--- src/rtl/cordic_engine_if.sv ---
// ---------------------------------------------------------------------------
// cordic_engine_if : start/busy/done request and result bundle for cordic_engine
// Revision: 1.0
// ---------------------------------------------------------------------------
`default_nettype none

interface cordic_engine_if #(
   parameter int WIDTH = 22
);
   logic                    start;
   logic                    mode;
   logic signed [WIDTH-1:0] angle;
   logic signed [WIDTH-1:0] x_in;
   logic signed [WIDTH-1:0] y_in;
   logic                    busy;
   logic                    done;
   logic signed [WIDTH-1:0] cos_out;
   logic signed [WIDTH-1:0] sin_out;
   logic signed [WIDTH-1:0] z_out;

   modport master (
      output start, mode, angle, x_in, y_in,
      input  busy, done, cos_out, sin_out, z_out
   );

   modport slave (
      input  start, mode, angle, x_in, y_in,
      output busy, done, cos_out, sin_out, z_out
   );
endinterface

`default_nettype wire

--- src/rtl/cordic_engine.sv ---
// ---------------------------------------------------------------------------
// cordic_engine : iterative rotation/vectoring CORDIC, one micro-rotation per clock
// Revision: 1.0
// ---------------------------------------------------------------------------
`default_nettype none

module cordic_engine #(
   parameter int WIDTH      = 22,
   parameter int FRAC       = WIDTH - 2,
   parameter int ITERATIONS = 16
) (
   input  wire logic      clk,
   input  wire logic      reset,
   cordic_engine_if.slave bus
);

   localparam int c_IW   = WIDTH + 2;
   localparam int c_SH   = 30 - FRAC;
   localparam int c_HSH  = (c_SH > 0) ? c_SH - 1 : 0;
   localparam logic signed [33:0] c_HALF = (c_SH > 0) ? (34'sd1 <<< c_HSH) : 34'sd0;
   localparam logic signed [33:0] c_K30  = 34'sd652032874;
   localparam logic signed [33:0] c_K    = (c_K30 + c_HALF) >>> c_SH;
   localparam logic [4:0]         c_LAST = 5'(ITERATIONS - 1);

   generate
      if (WIDTH < 12 || WIDTH > 32 || FRAC > 30 || FRAC >= WIDTH ||
          ITERATIONS < 4 || ITERATIONS > FRAC) begin : g_param_check
         $error("cordic_engine: illegal WIDTH/FRAC/ITERATIONS combination");
      end
   endgenerate

   typedef enum logic [0:0] {
      S_IDLE = 1'b0,
      S_RUN  = 1'b1
   } state_t;

   // atan(2^-i) scaled by 2^30, rounded to nearest
   function automatic logic signed [33:0] atan_q30(input logic [4:0] idx);
      logic signed [33:0] v;
      case (idx)
         5'd0:    v = 34'sd843314857;
         5'd1:    v = 34'sd497837829;
         5'd2:    v = 34'sd263043837;
         5'd3:    v = 34'sd133525159;
         5'd4:    v = 34'sd67021687;
         5'd5:    v = 34'sd33543516;
         5'd6:    v = 34'sd16775851;
         5'd7:    v = 34'sd8388437;
         5'd8:    v = 34'sd4194283;
         5'd9:    v = 34'sd2097149;
         5'd10:   v = 34'sd1048576;
         5'd11:   v = 34'sd524288;
         5'd12:   v = 34'sd262144;
         5'd13:   v = 34'sd131072;
         5'd14:   v = 34'sd65536;
         5'd15:   v = 34'sd32768;
         5'd16:   v = 34'sd16384;
         5'd17:   v = 34'sd8192;
         5'd18:   v = 34'sd4096;
         5'd19:   v = 34'sd2048;
         5'd20:   v = 34'sd1024;
         5'd21:   v = 34'sd512;
         5'd22:   v = 34'sd256;
         5'd23:   v = 34'sd128;
         5'd24:   v = 34'sd64;
         5'd25:   v = 34'sd32;
         5'd26:   v = 34'sd16;
         5'd27:   v = 34'sd8;
         5'd28:   v = 34'sd4;
         5'd29:   v = 34'sd2;
         5'd30:   v = 34'sd1;
         default: v = 34'sd0;
      endcase
      return v;
   endfunction

   function automatic logic signed [c_IW-1:0] atan_step(input logic [4:0] idx);
      logic signed [33:0] e;
      e = (atan_q30(idx) + c_HALF) >>> c_SH;
      return e[c_IW-1:0];
   endfunction

   state_t                  r_state;
   state_t                  w_next;
   logic                    w_accept;
   logic                    w_last;
   logic                    r_mode;
   logic                    r_done;
   logic [4:0]              r_iter;
   logic signed [c_IW-1:0]  r_x;
   logic signed [c_IW-1:0]  r_y;
   logic signed [c_IW-1:0]  r_z;
   logic signed [WIDTH-1:0] r_cos;
   logic signed [WIDTH-1:0] r_sin;
   logic signed [WIDTH-1:0] r_zo;

   logic signed [c_IW-1:0]  w_xs;
   logic signed [c_IW-1:0]  w_ys;
   logic signed [c_IW-1:0]  w_e;
   logic                    w_ccw;
   logic signed [c_IW-1:0]  w_x_nx;
   logic signed [c_IW-1:0]  w_y_nx;
   logic signed [c_IW-1:0]  w_z_nx;

   always_comb begin
      w_next   = r_state;
      w_accept = 1'b0;
      w_last   = 1'b0;
      case (r_state)
         S_IDLE: begin
            if (bus.start) begin
               w_accept = 1'b1;
               w_next   = S_RUN;
            end
         end
         S_RUN: begin
            if (r_iter == c_LAST) begin
               w_last = 1'b1;
               w_next = S_IDLE;
            end
         end
         default: w_next = S_IDLE;
      endcase
   end

   // w_ccw selects the x-ys / y+xs / z-e branch: rotation drives z toward 0,
   // vectoring drives y toward 0 (y=0 counts as positive)
   always_comb begin
      w_xs   = r_x >>> r_iter;
      w_ys   = r_y >>> r_iter;
      w_e    = atan_step(r_iter);
      w_ccw  = r_mode ? r_y[c_IW-1] : ~r_z[c_IW-1];
      w_x_nx = r_x + w_ys;
      w_y_nx = r_y - w_xs;
      w_z_nx = r_z + w_e;
      if (w_ccw) begin
         w_x_nx = r_x - w_ys;
         w_y_nx = r_y + w_xs;
         w_z_nx = r_z - w_e;
      end
   end

   always_ff @(posedge clk) begin
      if (!reset) begin
         r_state <= S_IDLE;
         r_done  <= 1'b0;
         r_mode  <= 1'b0;
         r_iter  <= 5'd0;
         r_x     <= '0;
         r_y     <= '0;
         r_z     <= '0;
         r_cos   <= '0;
         r_sin   <= '0;
         r_zo    <= '0;
      end else begin
         r_state <= w_next;
         r_done  <= w_last;
         if (w_accept) begin
            r_mode <= bus.mode;
            r_iter <= 5'd0;
            if (bus.mode) begin
               r_x <= {{2{bus.x_in[WIDTH-1]}}, bus.x_in};
               r_y <= {{2{bus.y_in[WIDTH-1]}}, bus.y_in};
               r_z <= '0;
            end else begin
               r_x <= c_K[c_IW-1:0];
               r_y <= '0;
               r_z <= {{2{bus.angle[WIDTH-1]}}, bus.angle};
            end
         end else if (r_state == S_RUN) begin
            r_x    <= w_x_nx;
            r_y    <= w_y_nx;
            r_z    <= w_z_nx;
            r_iter <= w_last ? 5'd0 : r_iter + 5'd1;
            if (w_last) begin
               r_cos <= w_x_nx[WIDTH-1:0];
               r_sin <= w_y_nx[WIDTH-1:0];
               r_zo  <= w_z_nx[WIDTH-1:0];
            end
         end
      end
   end

   assign bus.busy    = (r_state == S_RUN);
   assign bus.done    = r_done;
   assign bus.cos_out = r_cos;
   assign bus.sin_out = r_sin;
   assign bus.z_out   = r_zo;

endmodule

`default_nettype wire

--- src/flat_wrapper.sv ---
// flat-port wrapper written by rule: the top's interface ports become plain ports
module cordic_engine_flat 
#(
   parameter int WIDTH      = 22,
   parameter int FRAC       = WIDTH - 2,
   parameter int ITERATIONS = 16
)
  (clk, reset, bus_start, bus_mode, bus_angle, bus_x_in, bus_y_in, bus_busy, bus_done, bus_cos_out, bus_sin_out, bus_z_out);
  cordic_engine_if #(.WIDTH(WIDTH)) bus_i ();
  input  wire logic clk;
  input  wire logic reset;
  input wire logic [$bits(bus_i.start)-1:0] bus_start;
  input wire logic [$bits(bus_i.mode)-1:0] bus_mode;
  input wire logic [$bits(bus_i.angle)-1:0] bus_angle;
  input wire logic [$bits(bus_i.x_in)-1:0] bus_x_in;
  input wire logic [$bits(bus_i.y_in)-1:0] bus_y_in;
  output wire logic [$bits(bus_i.busy)-1:0] bus_busy;
  output wire logic [$bits(bus_i.done)-1:0] bus_done;
  output wire logic [$bits(bus_i.cos_out)-1:0] bus_cos_out;
  output wire logic [$bits(bus_i.sin_out)-1:0] bus_sin_out;
  output wire logic [$bits(bus_i.z_out)-1:0] bus_z_out;
  assign bus_i.start = bus_start;
  assign bus_i.mode = bus_mode;
  assign bus_i.angle = bus_angle;
  assign bus_i.x_in = bus_x_in;
  assign bus_i.y_in = bus_y_in;
  assign bus_busy = bus_i.busy;
  assign bus_done = bus_i.done;
  assign bus_cos_out = bus_i.cos_out;
  assign bus_sin_out = bus_i.sin_out;
  assign bus_z_out = bus_i.z_out;
  cordic_engine #(.WIDTH(WIDTH), .FRAC(FRAC), .ITERATIONS(ITERATIONS)) u_core (.clk(clk), .reset(reset), .bus(bus_i));
endmodule
--- config.mk ---
export PLATFORM = sky130hd
export DESIGN_NAME = cordic_engine_flat
export DESIGN_NICKNAME = d
export VERILOG_FILES = /design/src/rtl/cordic_engine_if.sv /design/src/rtl/cordic_engine.sv /design/src/flat_wrapper.sv
export SDC_FILE = /design/constraint.sdc
export NUM_CORES = 1
export LEC_CHECK = 0
export BUFFER_PORTS_ARGS = -buffer_cell sky130_fd_sc_hd__buf_2
export CORE_AREA = 2 2 134 233
export DETAILED_ROUTE_END_ITERATION = 10
export DIE_AREA = 0 0 136 235
export PLACE_DENSITY = 0.67
export SYNTH_ARGS = -nofsm -noshare
export SYNTH_HDL_FRONTEND = slang
export SYNTH_SLANG_ARGS = --single-unit
--- constraint.sdc ---
create_clock -name clk -period 9.4 [get_ports clk]
set_input_delay 0.47 -clock clk [delete_from_list [all_inputs] [get_ports clk]]
set_output_delay 0.47 -clock clk [all_outputs]
set_load 0.01 [all_outputs]
==> impl_results.md <==
* Crit path required time at 9.74 ns
* Fin nets at 2,046
* Hold path depth at 3
* Maximum clock path buffer count at 2
* Cts hold-fix bufs at 0
* Worst setup path class: reg -> reg
* Worst Tran Pin Value at 1.17 ns
* Root buffer cell: clkbuf_16
* YS warnings at 0
* Synth area leaders: dfxtp_1 23%, ha_1 6.9%, mux4_2 5.6%, a21oi_1 5.3%, nor2_1 4.8%
* Clock buffer count from CTS at 17
* Worst VDD drop at 0.169 mV
* Vias at 15.1k
* DR iter-0 viols at 1,115
* Drt drc at 0
* Unrepaired setup endpoints after global routing: false
* Gr usage total at 0.353
* Slew margin rel. at 0.222
* Final Hold Viols at 0
* Min cycle time layout at 6.46 ns
* Post-synth EDFFs at 0
* R2R depth at 17
* Post-CTS Setup Inserts at 0
* Most frequent cell after synthesis: nor2_1
* Primary FF master, synth: dfxtp_1
* First-pass GRT wire length at 85,000 µm
* #FFs+latches synth at 167
* Fmax at 0.155 GHz
* CP Max Fanout at 28
* I/O pin count at 138
* Final WS setup at 2.94 ns
* Mapped Area at 14,800 µm²
* Async set or reset register ratio after synthesis at 0
* Endpoint of the worst-slack reg-to-reg timing path: u_core.r_y[18]
* TNS Setup at 0 ns
* WL/cell at 25.0 µm
* Syn Area/Cell at 8.10 µm²
* Clk sinks at 167
* Number of global-route vias before repair at 14.7k
* Routed wire length at 57,200 µm
* Clk_lat worst skew at 0.46 ns
* Slew Limit Fails at 0
* Via/cell ratio at 6.60
* Floorplan row count at 84
* Post-Synthesis Cells at 1,831
* Worst hold path startpoint: bus_x_in[11]
* Critical Path End Type: flop
* Hold Crit Class: in -> reg
* Die X-Extent at 136 µm
* Grt total ovfl at 0
* Worst Hold Path EP: u_core.r_x[11]
* Dpl hpwl at 43,900 µm
* Share of layout cells above drive strength 1 at 0.152
* Crit path DAT at 6.80 ns
* Core area at 30,100 µm²
* Number of instances resized during post-cts repair at 0
* CTS tree: built
* Netlist cell types at 94
* Clock-pin slew of the registers on the worst-case setup and hold paths at 0.08 ns
* Leakage Power at 6.64 nW
* Synth cell count leaders: 190 x nor2_1, 184 x nand2_1, 167 x dfxtp_1, 157 x a21oi_1, 86 x o21ai_0
* Antenna Nets Post-Route at 0
* Final setup violation count at 0
* Sequential area share after synthesis at 0.225
* I/O Buffers at 137
* Antenna Cells at 0
* Die height at 235 µm
* Area share of the largest cell type after synthesis at 0.225
* Largest net degree at the start of global routing at 104
* Max cap viols at 0
* Reg-to-reg startpoint: u_core.r_iter[0]
* Initial Util at 0.493
* Util after Layout at 0.538
* Reg-to-reg slack, setup at 2.94 ns
* Status: finished, final reports clean
* Initial antenna violation count at 0
* CTS H-tree lvls at 4
* Setup WS pre-CTS at 3.03 ns
* Fin Clk Skew at 0.0240 ns
* RePlAce Congestion at 1.01
* Die ar. at 32,000 µm²
* Syn-to-layout area delta at 8.96%
* PwrDens at 243 nW/µm²
* Worst setup SP type: flop
* Final Power at 0.00392 W
* Pre-antenna DRT Iters at 6
* Cell taking the most area after synthesis: dfxtp_1
* Tcrit/Tclk final at 0.687
* Total of fill cells in the finished design at 2,971
* Post-Syn Nets at 1,986
==> layout make-up <==
| type | count | area [µm²] | area share |
|---|---|---|---|
| Clock buffer | 17 | 425 | 0.0263 |
| Clock inverter | 14 | 149 | 0.00921 |
| Inverter | 51 | 193 | 0.0119 |
| Multi-Input combinational cell | 1498 | 10700 | 0.664 |
| Sequential cell | 167 | 3350 | 0.207 |
| Tap cell | 387 | 484 | 0.0300 |
| Timing Repair Buffer | 156 | 828 | 0.0513 |
==> metrics by stage <==
step | hold slack [ns] | instances | cell area (µm²)
6_report | 0.265 | 2290 | 16200
3_3_place_gp | 0.439 | 2259 | 15600
2_1_floorplan | 0.436 | 1831 | 14800
5_1_grt | 0.272 | 2290 | 16200
3_5_place_dp | 0.448 | 2259 | 15600
4_1_cts | 0.251 | 2290 | 16200
==> power by group <==
group | switching, W | internal (W)
logic | 0.00134 | 0.000879
clock network | 0.000357 | 0.000355
registers | 0.000207 | 0.000781
total | 0.00191 | 0.00201
==> worst max path at each step <==
| stage | slack (ns) | endpoint | startpoint |
|---|---|---|---|
| global placement | 3.19 | u_core.r_y[18] | u_core.r_iter[0] |
| CTS | 2.98 | u_core.r_y[18] | u_core.r_iter[0] |
| floorplan | 4.17 | u_core.r_y[18] | u_core.r_iter[0] |
| finish | 2.94 | u_core.r_y[18] | u_core.r_iter[0] |
| global route | 2.42 | u_core.r_y[18] | u_core.r_iter[0] |
| detailed placement | 3.03 | u_core.r_y[18] | u_core.r_iter[0] |
==> metal layers <==
metal | global-route usage | share of wire | routed length (µm)
met3 | 0.0561 | 0.058 | 3300
met1 | 0.340 | 0.32 | 18300
met2 | 0.615 | 0.51 | 29000
met5 | 0 | 0 | 0
met4 | 0.341 | 0.11 | 6570
==> cell usage in the layout (no fill, tap or decap), drive strengths merged, types with 8 or more instances in the layout <==
master,n
mux2,23
o31ai,8
nor4,10
a221oi,30
and2,15
nand2,184
a222oi,16
nand2b,22
mux2i,40
nor3,37
a22oi,18
buf,156
o211ai,14
o21bai,11
clkbuf,17
and3,22
o221ai,13
a21oi,157
a21o,30
ha,82
mux4,47
nor2,190
nand4,13
inv,59
xor2,60
a211oi,45
o21a,22
o21ai,87
nand3,57
nor2b,12
or3,8
or2,13
o22ai,13
a31oi,25
xnor2,79
dfxtp,167
==> kinds of logic after synthesis <==
family          count (synthesis)  synth area share
simple gates                  608             0.192
compound gates                556             0.255
mux                           110             0.119
fa+ha+maj                      85            0.0732
xor+xnor                      139            0.0821
flops                         167             0.225
buf+inv                       166            0.0540
==> worst max-delay path, stage by stage, from the launching register on <==
cell,delay [ns]
dfxtp_2,0.89
buf_4,0.44
mux2_2,0.39
o211ai_1,0.33
or3b_1,0.43
a21oi_1,0.33
nand4b_1,0.34
o31ai_1,0.34
xor2_1,0.21
ha_1,0.31
or3_1,0.39
nand4_1,0.14
a31oi_1,0.14
o41ai_1,0.72
nor2b_1,0.12
o21a_1,0.21
or3_1,0.33
a32o_1,0.27
Power figures use the tool's default switching activity.
